[src/rtl/bus_master_arbiter_if.sv]
// Per-master REQ/ACK transaction port of the basil bus master arbiter.
// The master modport drives the request, the slave modport answers it.
interface bus_master_arbiter_if #(
    parameter int ABUSWIDTH = 16,
    parameter int DBUSWIDTH = 8
);
    logic                 REQ;
    logic                 WE;
    logic [ABUSWIDTH-1:0] ADD;
    logic [DBUSWIDTH-1:0] WDATA;
    logic                 ACK;
    logic [DBUSWIDTH-1:0] RDATA;

    modport master (
        output REQ,
        output WE,
        output ADD,
        output WDATA,
        input  ACK,
        input  RDATA
    );

    modport slave (
        input  REQ,
        input  WE,
        input  ADD,
        input  WDATA,
        output ACK,
        output RDATA
    );
endinterface

[src/rtl/bus_master_arbiter.sv]
// Round-robin arbiter sharing one basil register bus between two masters.
// One transaction in flight; strobe, fixed read latency, registered ACK.
module bus_master_arbiter #(
    parameter int ABUSWIDTH  = 16,
    parameter int DBUSWIDTH  = 8,
    parameter int RD_LATENCY = 1
) (
    input  logic                 BUS_CLK,
    input  logic                 BUS_RST_N,
    bus_master_arbiter_if.slave  M0,
    bus_master_arbiter_if.slave  M1,
    output logic                 BUS_RD,
    output logic                 BUS_WR,
    output logic [ABUSWIDTH-1:0] BUS_ADD,
    output logic [DBUSWIDTH-1:0] BUS_WDATA,
    input  logic [DBUSWIDTH-1:0] BUS_RDATA,
    output logic [1:0]           GRANT
);
    localparam int CW = $clog2(RD_LATENCY + 1);
    localparam logic [CW-1:0] LAST = CW'(RD_LATENCY - 1);

    typedef enum logic [1:0] {
        IDLE,
        ISSUE,
        WAIT,
        DONE
    } state_e;

    state_e               state_q, state_d;
    logic [1:0]           grant_q, grant_d;
    logic                 ptr_q, ptr_d;
    logic                 we_q, we_d;
    logic [ABUSWIDTH-1:0] add_q, add_d;
    logic [DBUSWIDTH-1:0] wdata_q, wdata_d;
    logic                 rd_q, rd_d;
    logic                 wr_q, wr_d;
    logic [CW-1:0]        cnt_q, cnt_d;
    logic [1:0]           ack_q, ack_d;
    logic [DBUSWIDTH-1:0] rdata0_q, rdata0_d;
    logic [DBUSWIDTH-1:0] rdata1_q, rdata1_d;

    logic [1:0]           req;
    logic                 pick;
    logic                 sel_we;
    logic [ABUSWIDTH-1:0] sel_add;
    logic [DBUSWIDTH-1:0] sel_wdata;

    always_comb begin
        state_d   = state_q;
        grant_d   = grant_q;
        ptr_d     = ptr_q;
        we_d      = we_q;
        add_d     = add_q;
        wdata_d   = '0;
        rd_d      = 1'b0;
        wr_d      = 1'b0;
        cnt_d     = cnt_q;
        ack_d     = 2'b00;
        rdata0_d  = rdata0_q;
        rdata1_d  = rdata1_q;
        req       = {M1.REQ, M0.REQ};
        pick      = 1'b0;
        sel_we    = M0.WE;
        sel_add   = M0.ADD;
        sel_wdata = M0.WDATA;

        unique case (state_q)
            IDLE: begin
                grant_d = 2'b00;
                add_d   = '0;
                // pick = 1 selects M1; the pointer only moves on contention
                unique case (1'b1)
                    (req == 2'b11): begin
                        pick  = ptr_q;
                        ptr_d = ~ptr_q;
                    end
                    (req == 2'b01): pick = 1'b0;
                    (req == 2'b10): pick = 1'b1;
                    default: pick = 1'b0;
                endcase
                if (pick) begin
                    sel_we    = M1.WE;
                    sel_add   = M1.ADD;
                    sel_wdata = M1.WDATA;
                end
                if (|req) begin
                    state_d = ISSUE;
                    grant_d = pick ? 2'b10 : 2'b01;
                    we_d    = sel_we;
                    add_d   = sel_add;
                    wr_d    = sel_we;
                    rd_d    = ~sel_we;
                    wdata_d = sel_we ? sel_wdata : '0;
                end
            end
            ISSUE: begin
                if (we_q) begin
                    state_d = DONE;
                    ack_d   = grant_q;
                end else begin
                    state_d = WAIT;
                    cnt_d   = '0;
                end
            end
            WAIT: begin
                cnt_d = cnt_q + 1'b1;
                if (cnt_q == LAST) begin
                    state_d = DONE;
                    ack_d   = grant_q;
                    if (grant_q[0]) rdata0_d = BUS_RDATA;
                    if (grant_q[1]) rdata1_d = BUS_RDATA;
                end
            end
            DONE: begin
                state_d = IDLE;
                grant_d = 2'b00;
                add_d   = '0;
            end
            default: state_d = IDLE;
        endcase
    end

    always_ff @(posedge BUS_CLK or negedge BUS_RST_N) begin
        if (!BUS_RST_N) begin
            state_q  <= IDLE;
            grant_q  <= 2'b00;
            ptr_q    <= 1'b0;
            we_q     <= 1'b0;
            add_q    <= '0;
            wdata_q  <= '0;
            rd_q     <= 1'b0;
            wr_q     <= 1'b0;
            cnt_q    <= '0;
            ack_q    <= 2'b00;
            rdata0_q <= '0;
            rdata1_q <= '0;
        end else begin
            state_q  <= state_d;
            grant_q  <= grant_d;
            ptr_q    <= ptr_d;
            we_q     <= we_d;
            add_q    <= add_d;
            wdata_q  <= wdata_d;
            rd_q     <= rd_d;
            wr_q     <= wr_d;
            cnt_q    <= cnt_d;
            ack_q    <= ack_d;
            rdata0_q <= rdata0_d;
            rdata1_q <= rdata1_d;
        end
    end

    assign BUS_RD    = rd_q;
    assign BUS_WR    = wr_q;
    assign BUS_ADD   = add_q;
    assign BUS_WDATA = wdata_q;
    assign GRANT     = grant_q;
    assign M0.ACK    = ack_q[0];
    assign M1.ACK    = ack_q[1];
    assign M0.RDATA  = rdata0_q;
    assign M1.RDATA  = rdata1_q;

    a_one_strobe: assert property (@(posedge BUS_CLK) disable iff (!BUS_RST_N)
        !(BUS_RD && BUS_WR));
    a_grant_1hot: assert property (@(posedge BUS_CLK) disable iff (!BUS_RST_N)
        $onehot0(GRANT));
    a_strobe_st: assert property (@(posedge BUS_CLK) disable iff (!BUS_RST_N)
        (BUS_RD || BUS_WR) |-> (state_q == ISSUE));
endmodule
[src/flat_wrapper.sv]
// flat-port wrapper written by rule: the top's interface ports become plain ports
module bus_master_arbiter_flat 
#(
    parameter int ABUSWIDTH  = 16,
    parameter int DBUSWIDTH  = 8,
    parameter int RD_LATENCY = 1
)
  (BUS_CLK, BUS_RST_N, BUS_RD, BUS_WR, BUS_ADD, BUS_WDATA, BUS_RDATA, GRANT, M0_REQ, M0_WE, M0_ADD, M0_WDATA, M0_ACK, M0_RDATA, M1_REQ, M1_WE, M1_ADD, M1_WDATA, M1_ACK, M1_RDATA);
  bus_master_arbiter_if #(.ABUSWIDTH(ABUSWIDTH), .DBUSWIDTH(DBUSWIDTH)) M0_i ();
  bus_master_arbiter_if #(.ABUSWIDTH(ABUSWIDTH), .DBUSWIDTH(DBUSWIDTH)) M1_i ();
  input  logic BUS_CLK;
  input  logic BUS_RST_N;
  output logic BUS_RD;
  output logic BUS_WR;
  output logic [ABUSWIDTH-1:0] BUS_ADD;
  output logic [DBUSWIDTH-1:0] BUS_WDATA;
  input  logic [DBUSWIDTH-1:0] BUS_RDATA;
  output logic [1:0] GRANT;
  input wire logic [$bits(M0_i.REQ)-1:0] M0_REQ;
  input wire logic [$bits(M0_i.WE)-1:0] M0_WE;
  input wire logic [$bits(M0_i.ADD)-1:0] M0_ADD;
  input wire logic [$bits(M0_i.WDATA)-1:0] M0_WDATA;
  output wire logic [$bits(M0_i.ACK)-1:0] M0_ACK;
  output wire logic [$bits(M0_i.RDATA)-1:0] M0_RDATA;
  input wire logic [$bits(M1_i.REQ)-1:0] M1_REQ;
  input wire logic [$bits(M1_i.WE)-1:0] M1_WE;
  input wire logic [$bits(M1_i.ADD)-1:0] M1_ADD;
  input wire logic [$bits(M1_i.WDATA)-1:0] M1_WDATA;
  output wire logic [$bits(M1_i.ACK)-1:0] M1_ACK;
  output wire logic [$bits(M1_i.RDATA)-1:0] M1_RDATA;
  assign M0_i.REQ = M0_REQ;
  assign M0_i.WE = M0_WE;
  assign M0_i.ADD = M0_ADD;
  assign M0_i.WDATA = M0_WDATA;
  assign M0_ACK = M0_i.ACK;
  assign M0_RDATA = M0_i.RDATA;
  assign M1_i.REQ = M1_REQ;
  assign M1_i.WE = M1_WE;
  assign M1_i.ADD = M1_ADD;
  assign M1_i.WDATA = M1_WDATA;
  assign M1_ACK = M1_i.ACK;
  assign M1_RDATA = M1_i.RDATA;
  bus_master_arbiter #(.ABUSWIDTH(ABUSWIDTH), .DBUSWIDTH(DBUSWIDTH), .RD_LATENCY(RD_LATENCY)) u_core (.BUS_CLK(BUS_CLK), .BUS_RST_N(BUS_RST_N), .M0(M0_i), .M1(M1_i), .BUS_RD(BUS_RD), .BUS_WR(BUS_WR), .BUS_ADD(BUS_ADD), .BUS_WDATA(BUS_WDATA), .BUS_RDATA(BUS_RDATA), .GRANT(GRANT));
endmodule
[config.mk]
export PLATFORM = sky130hd
export DESIGN_NAME = bus_master_arbiter_flat
export DESIGN_NICKNAME = d
export VERILOG_FILES = /design/src/rtl/bus_master_arbiter_if.sv /design/src/rtl/bus_master_arbiter.sv /design/src/flat_wrapper.sv
export SDC_FILE = /design/constraint.sdc
export NUM_CORES = 1
export LEC_CHECK = 0
export ABC_AREA = 1
export CORE_UTILIZATION = 37
export DETAILED_ROUTE_END_ITERATION = 12
export GPL_TIMING_DRIVEN = 0
export PLACE_DENSITY = 0.77
export RECOVER_POWER = 50
export SYNTH_ARGS = -nofsm -noshare
export SYNTH_HDL_FRONTEND = slang
export SYNTH_SLANG_ARGS = --single-unit
export TNS_END_PERCENT = 50
[constraint.sdc]
create_clock -name BUS_CLK -period 1.6 [get_ports BUS_CLK]
set_input_delay 0.16 -clock BUS_CLK [delete_from_list [all_inputs] [get_ports BUS_CLK]]
set_output_delay 0.16 -clock BUS_CLK [all_outputs]
set_load 0.03 [all_outputs]
==> impl_results.md <==
- Status: completed
- Clock sinks: between 50 and 60
- Worst-path clk slew: about 90 ps
- Area delta synth->final: 58.8%
- Mapped Area: ~2300 µm²
- Total CTS buffers: 5
- R2R cell count: 8
- Min Tclk post-route: 1510 ps
- CP Data Arrival Time: 1350 ps
- RD Place Congestion: between 0.7 and 0.8
- Fin area: between 3000 and 4000 µm²
- Final wirelength: 5.70 mm
- Crit path max-delay family: buffers and inverters
- Gr ovfl total: 0
- Synth cell types: 21
- Die ar.: 6470 µm²
- Slew headroom: between 50 and 60%
- WP depth: 1
- Antenna violations before repair: 0
- Seq/Total Area, Yosys: a little under three fifths
- Diode count: 0
- Vias per Instance: 4.67
- Inst Count DP: 441
- PortBufs: around 110
- Post-Syn Area per Cell: 8.83 µm²
- I/O pins: 108
- Detailed-route wire length per cell: ~13 µm
- FMAX: approximately 0.66 GHz
- Cells along the critical path: clkdlybuf4s50_1
- Top cells by area, synth: dfrtp_1 (56%), nand2_1 (13%), nand3_1 (9.5%), inv_1 (4.3%), o21ai_0 (4.0%)
- Residual DRC: 0
- Final worst slack: ~89 ps
- Syn_nets: 324
- Core area: between 5000 and 6000 µm²
- Cells after Synth: 258
- Die width: 80.5 µm
- Yosys synthesis warning count: 0
- CP required: 1440 ps
- Critical path class: flop to output pin
- Worst-Margin Slew: 685 ps
- PwrDens: between 1500 and 2000 nW/µm²
- Worst Path Max Fanout: 2
- Drt first pass iters: 4
- Number of global-route vias before repair: slightly above 2k
- Global Route Usage Sum: between 10% and 20%
- Die Y: 80.5 µm
- HP Class: primary input to flop
- Detailed placement HPWL: 4.20 mm
- Pin count of the biggest net entering global routing: 29
- Via Count: 2125
- Fin crit share: 94.4%
- Final non-filler cell total: 455
- Slowest CP cell: clkdlybuf4s50_1
- Post-synth top area cell: dfrtp_1
- Initial Utilization: around 38%
- Row cnt: 28
- Placed Area: 3460 µm²
- Max-Cap Viols: 0
- First-pass GRT wire length: 9.28 mm
- CTS tree: yes
- CTS root buf: clkbuf_8
- Worst Setup End Kind: output pin
- Nets: 445
- Skew-Pair Late Insertion Delay: about 300 ps
- Share of the synthesized area in the top cell type: a little under three fifths
- Hold Crit Depth: 3
- Pre-CTS setup slack: -258 ps
- Max VDD drop: about 0.86 mV
- Leak: ~1.8 nW
- Number of max-slew violations in the final report: 0
- H-tree Lvls: 2
- Final Hold Vio Count: 0
- Detail Route Antenna Nets: 0
- Clock Skews: 8.43 ps
- Layout cells sized above 1: 10.0%
- 1st-iter DRT viols: 52
- Setup tns final: 0 ps
- Startpoint Class: flop
- Slowest stage delay, CP: roughly 700 ps
- Final setup fails: 0
- Clock Tree Buf Depth: 2
- CP bufs+invs: 1
- Synth Register Bits: 51
- Unrepaired setup endpoints after global routing: yes
## cell usage in the layout (no fill, tap or decap), drive strengths merged
cell type / Yosys / routed
clkdlybuf4s50: 0 / 104
nand2: 83 / 83
dfrtp: 51 / 51
nand3: 44 / 44
inv: 28 / 28
o21ai: 18 / 18
nor2: 13 / 13
buf: 8 / 12
clkbuf: 1 / 10
a21oi: 4 / 4
ha: 4 / 4
dlymetal6s2s: 0 / 2
a21boi: 1 / 1
o211ai: 1 / 1
a31oi: 1 / 1
xor2: 1 / 1
clkinvlp: 0 / 1
clkinv: 0 / 1
dlygate4sd3: 0 / 1
## synth_stat cells
cell type and instances:
a21boi_4 1, a21oi_1 4, a31oi_1 1, buf_1 1, buf_2 3, buf_4 1
buf_6 3, clkbuf_1 1, dfrtp_1 51, ha_1 4, inv_1 26, inv_2 2
nand2_1 80, nand2_4 3, nand3_1 43, nand3_4 1, nor2_1 11, nor2_4 2
o211ai_1 1, o21ai_0 18, xor2_1 1
## state kept, by name, summed over array words and instances (netlist names)
signal / flops
u_core.BUS_RD: 1
u_core.ptr_q: 1
u_core.we_q: 1
u_core.cnt_q: 1
u_core.M1.RDATA: 8
u_core.M0.RDATA: 8
u_core.BUS_ADD: 16
u_core.BUS_WR: 1
u_core.state_q: 2
u_core.BUS_WDATA: 8
u_core.GRANT: 2
u_core.ack_q: 2
## repair_timing
action | in CTS | in global routing
setup buffers | 3 | 2
hold endpoints to repair | 27 | 0
resized for setup | 4 | 12
endpoints found under the setup margin | 33 | 20
hold buffers | 1 | 0
pin swaps | 2 | 1
## per-stage QoR
stage / hold slack (ps) / power (mW) / util, %
after floorplan: -136 / 4.34 / -
after global placement: 469 / 5.74 / 58.1
after detailed placement: 229 / 5.84 / 58.4
after CTS: 390 / 6.77 / 60.8
after global routing: 396 / 7.26 / 61.1
final: 402 / 6.77 / 61.1
## cells by family after synthesis
group	after synthesis	synth area share (%)
AND/OR/NAND/NOR	140	27.7
AO/OA/AOI/OAI	25	6.26
adder cells (fa/ha/maj)	4	2.20
buffers and inverters	37	7.42
XOR/XNOR	1	0.385
flip-flops	51	56.0
## metal layers
metal / wire length (µm) / share of wire, % / up-vias / global-route usage [%]
li1: - / - / 1057 / -
met1: 2470 / 43 / 975 / 22.3
met2: 2670 / 47 / 85 / 32.7
met3: 492 / 8.6 / 8 / 4.77
met4: 65 / 1.1 / 0 / 6.96
met5: 0 / 0 / - / 0
## cell type report
cell class,instances,area [µm²]
Fill cell,512,2300
Tap cell,75,93.8
Inverter,28,105
Timing Repair Buffer,114,1130
Clock inverter,2,16.3
Clock buffer,6,82.6
Sequential cell,51,1280
Multi-Input combinational cell,170,847
Buffer,9,68.8
## power by group
part | leakage (nW) | switching (mW) | internal (mW)
clock network | 0.0474 | 0.424 | 0.353
logic | 1.06 | 2.28 | 1.60
registers | 0.648 | 0.298 | 1.81
## path summary, 6_finish.rpt
| check | slack [ps] | to | start |
|---|---|---|---|
| setup / recovery | 90 | M0_RDATA[3] | u_core.M0.RDATA[3] |
| hold / removal | 400 | u_core.BUS_ADD[9] | M1_ADD[9] |
| setup reg to reg | 90 | u_core.BUS_ADD[11] | u_core.state_q[1] |
| hold reg to reg | 500 | u_core.M0.RDATA[2] | u_core.M0.RDATA[2] |
| max in group asynchronous | 320 | u_core.BUS_RD | BUS_RST_N |
| min in group asynchronous | 420 | u_core.M1.RDATA[3] | BUS_RST_N |
No activity file was read; power rests on OpenSTA's default activity.
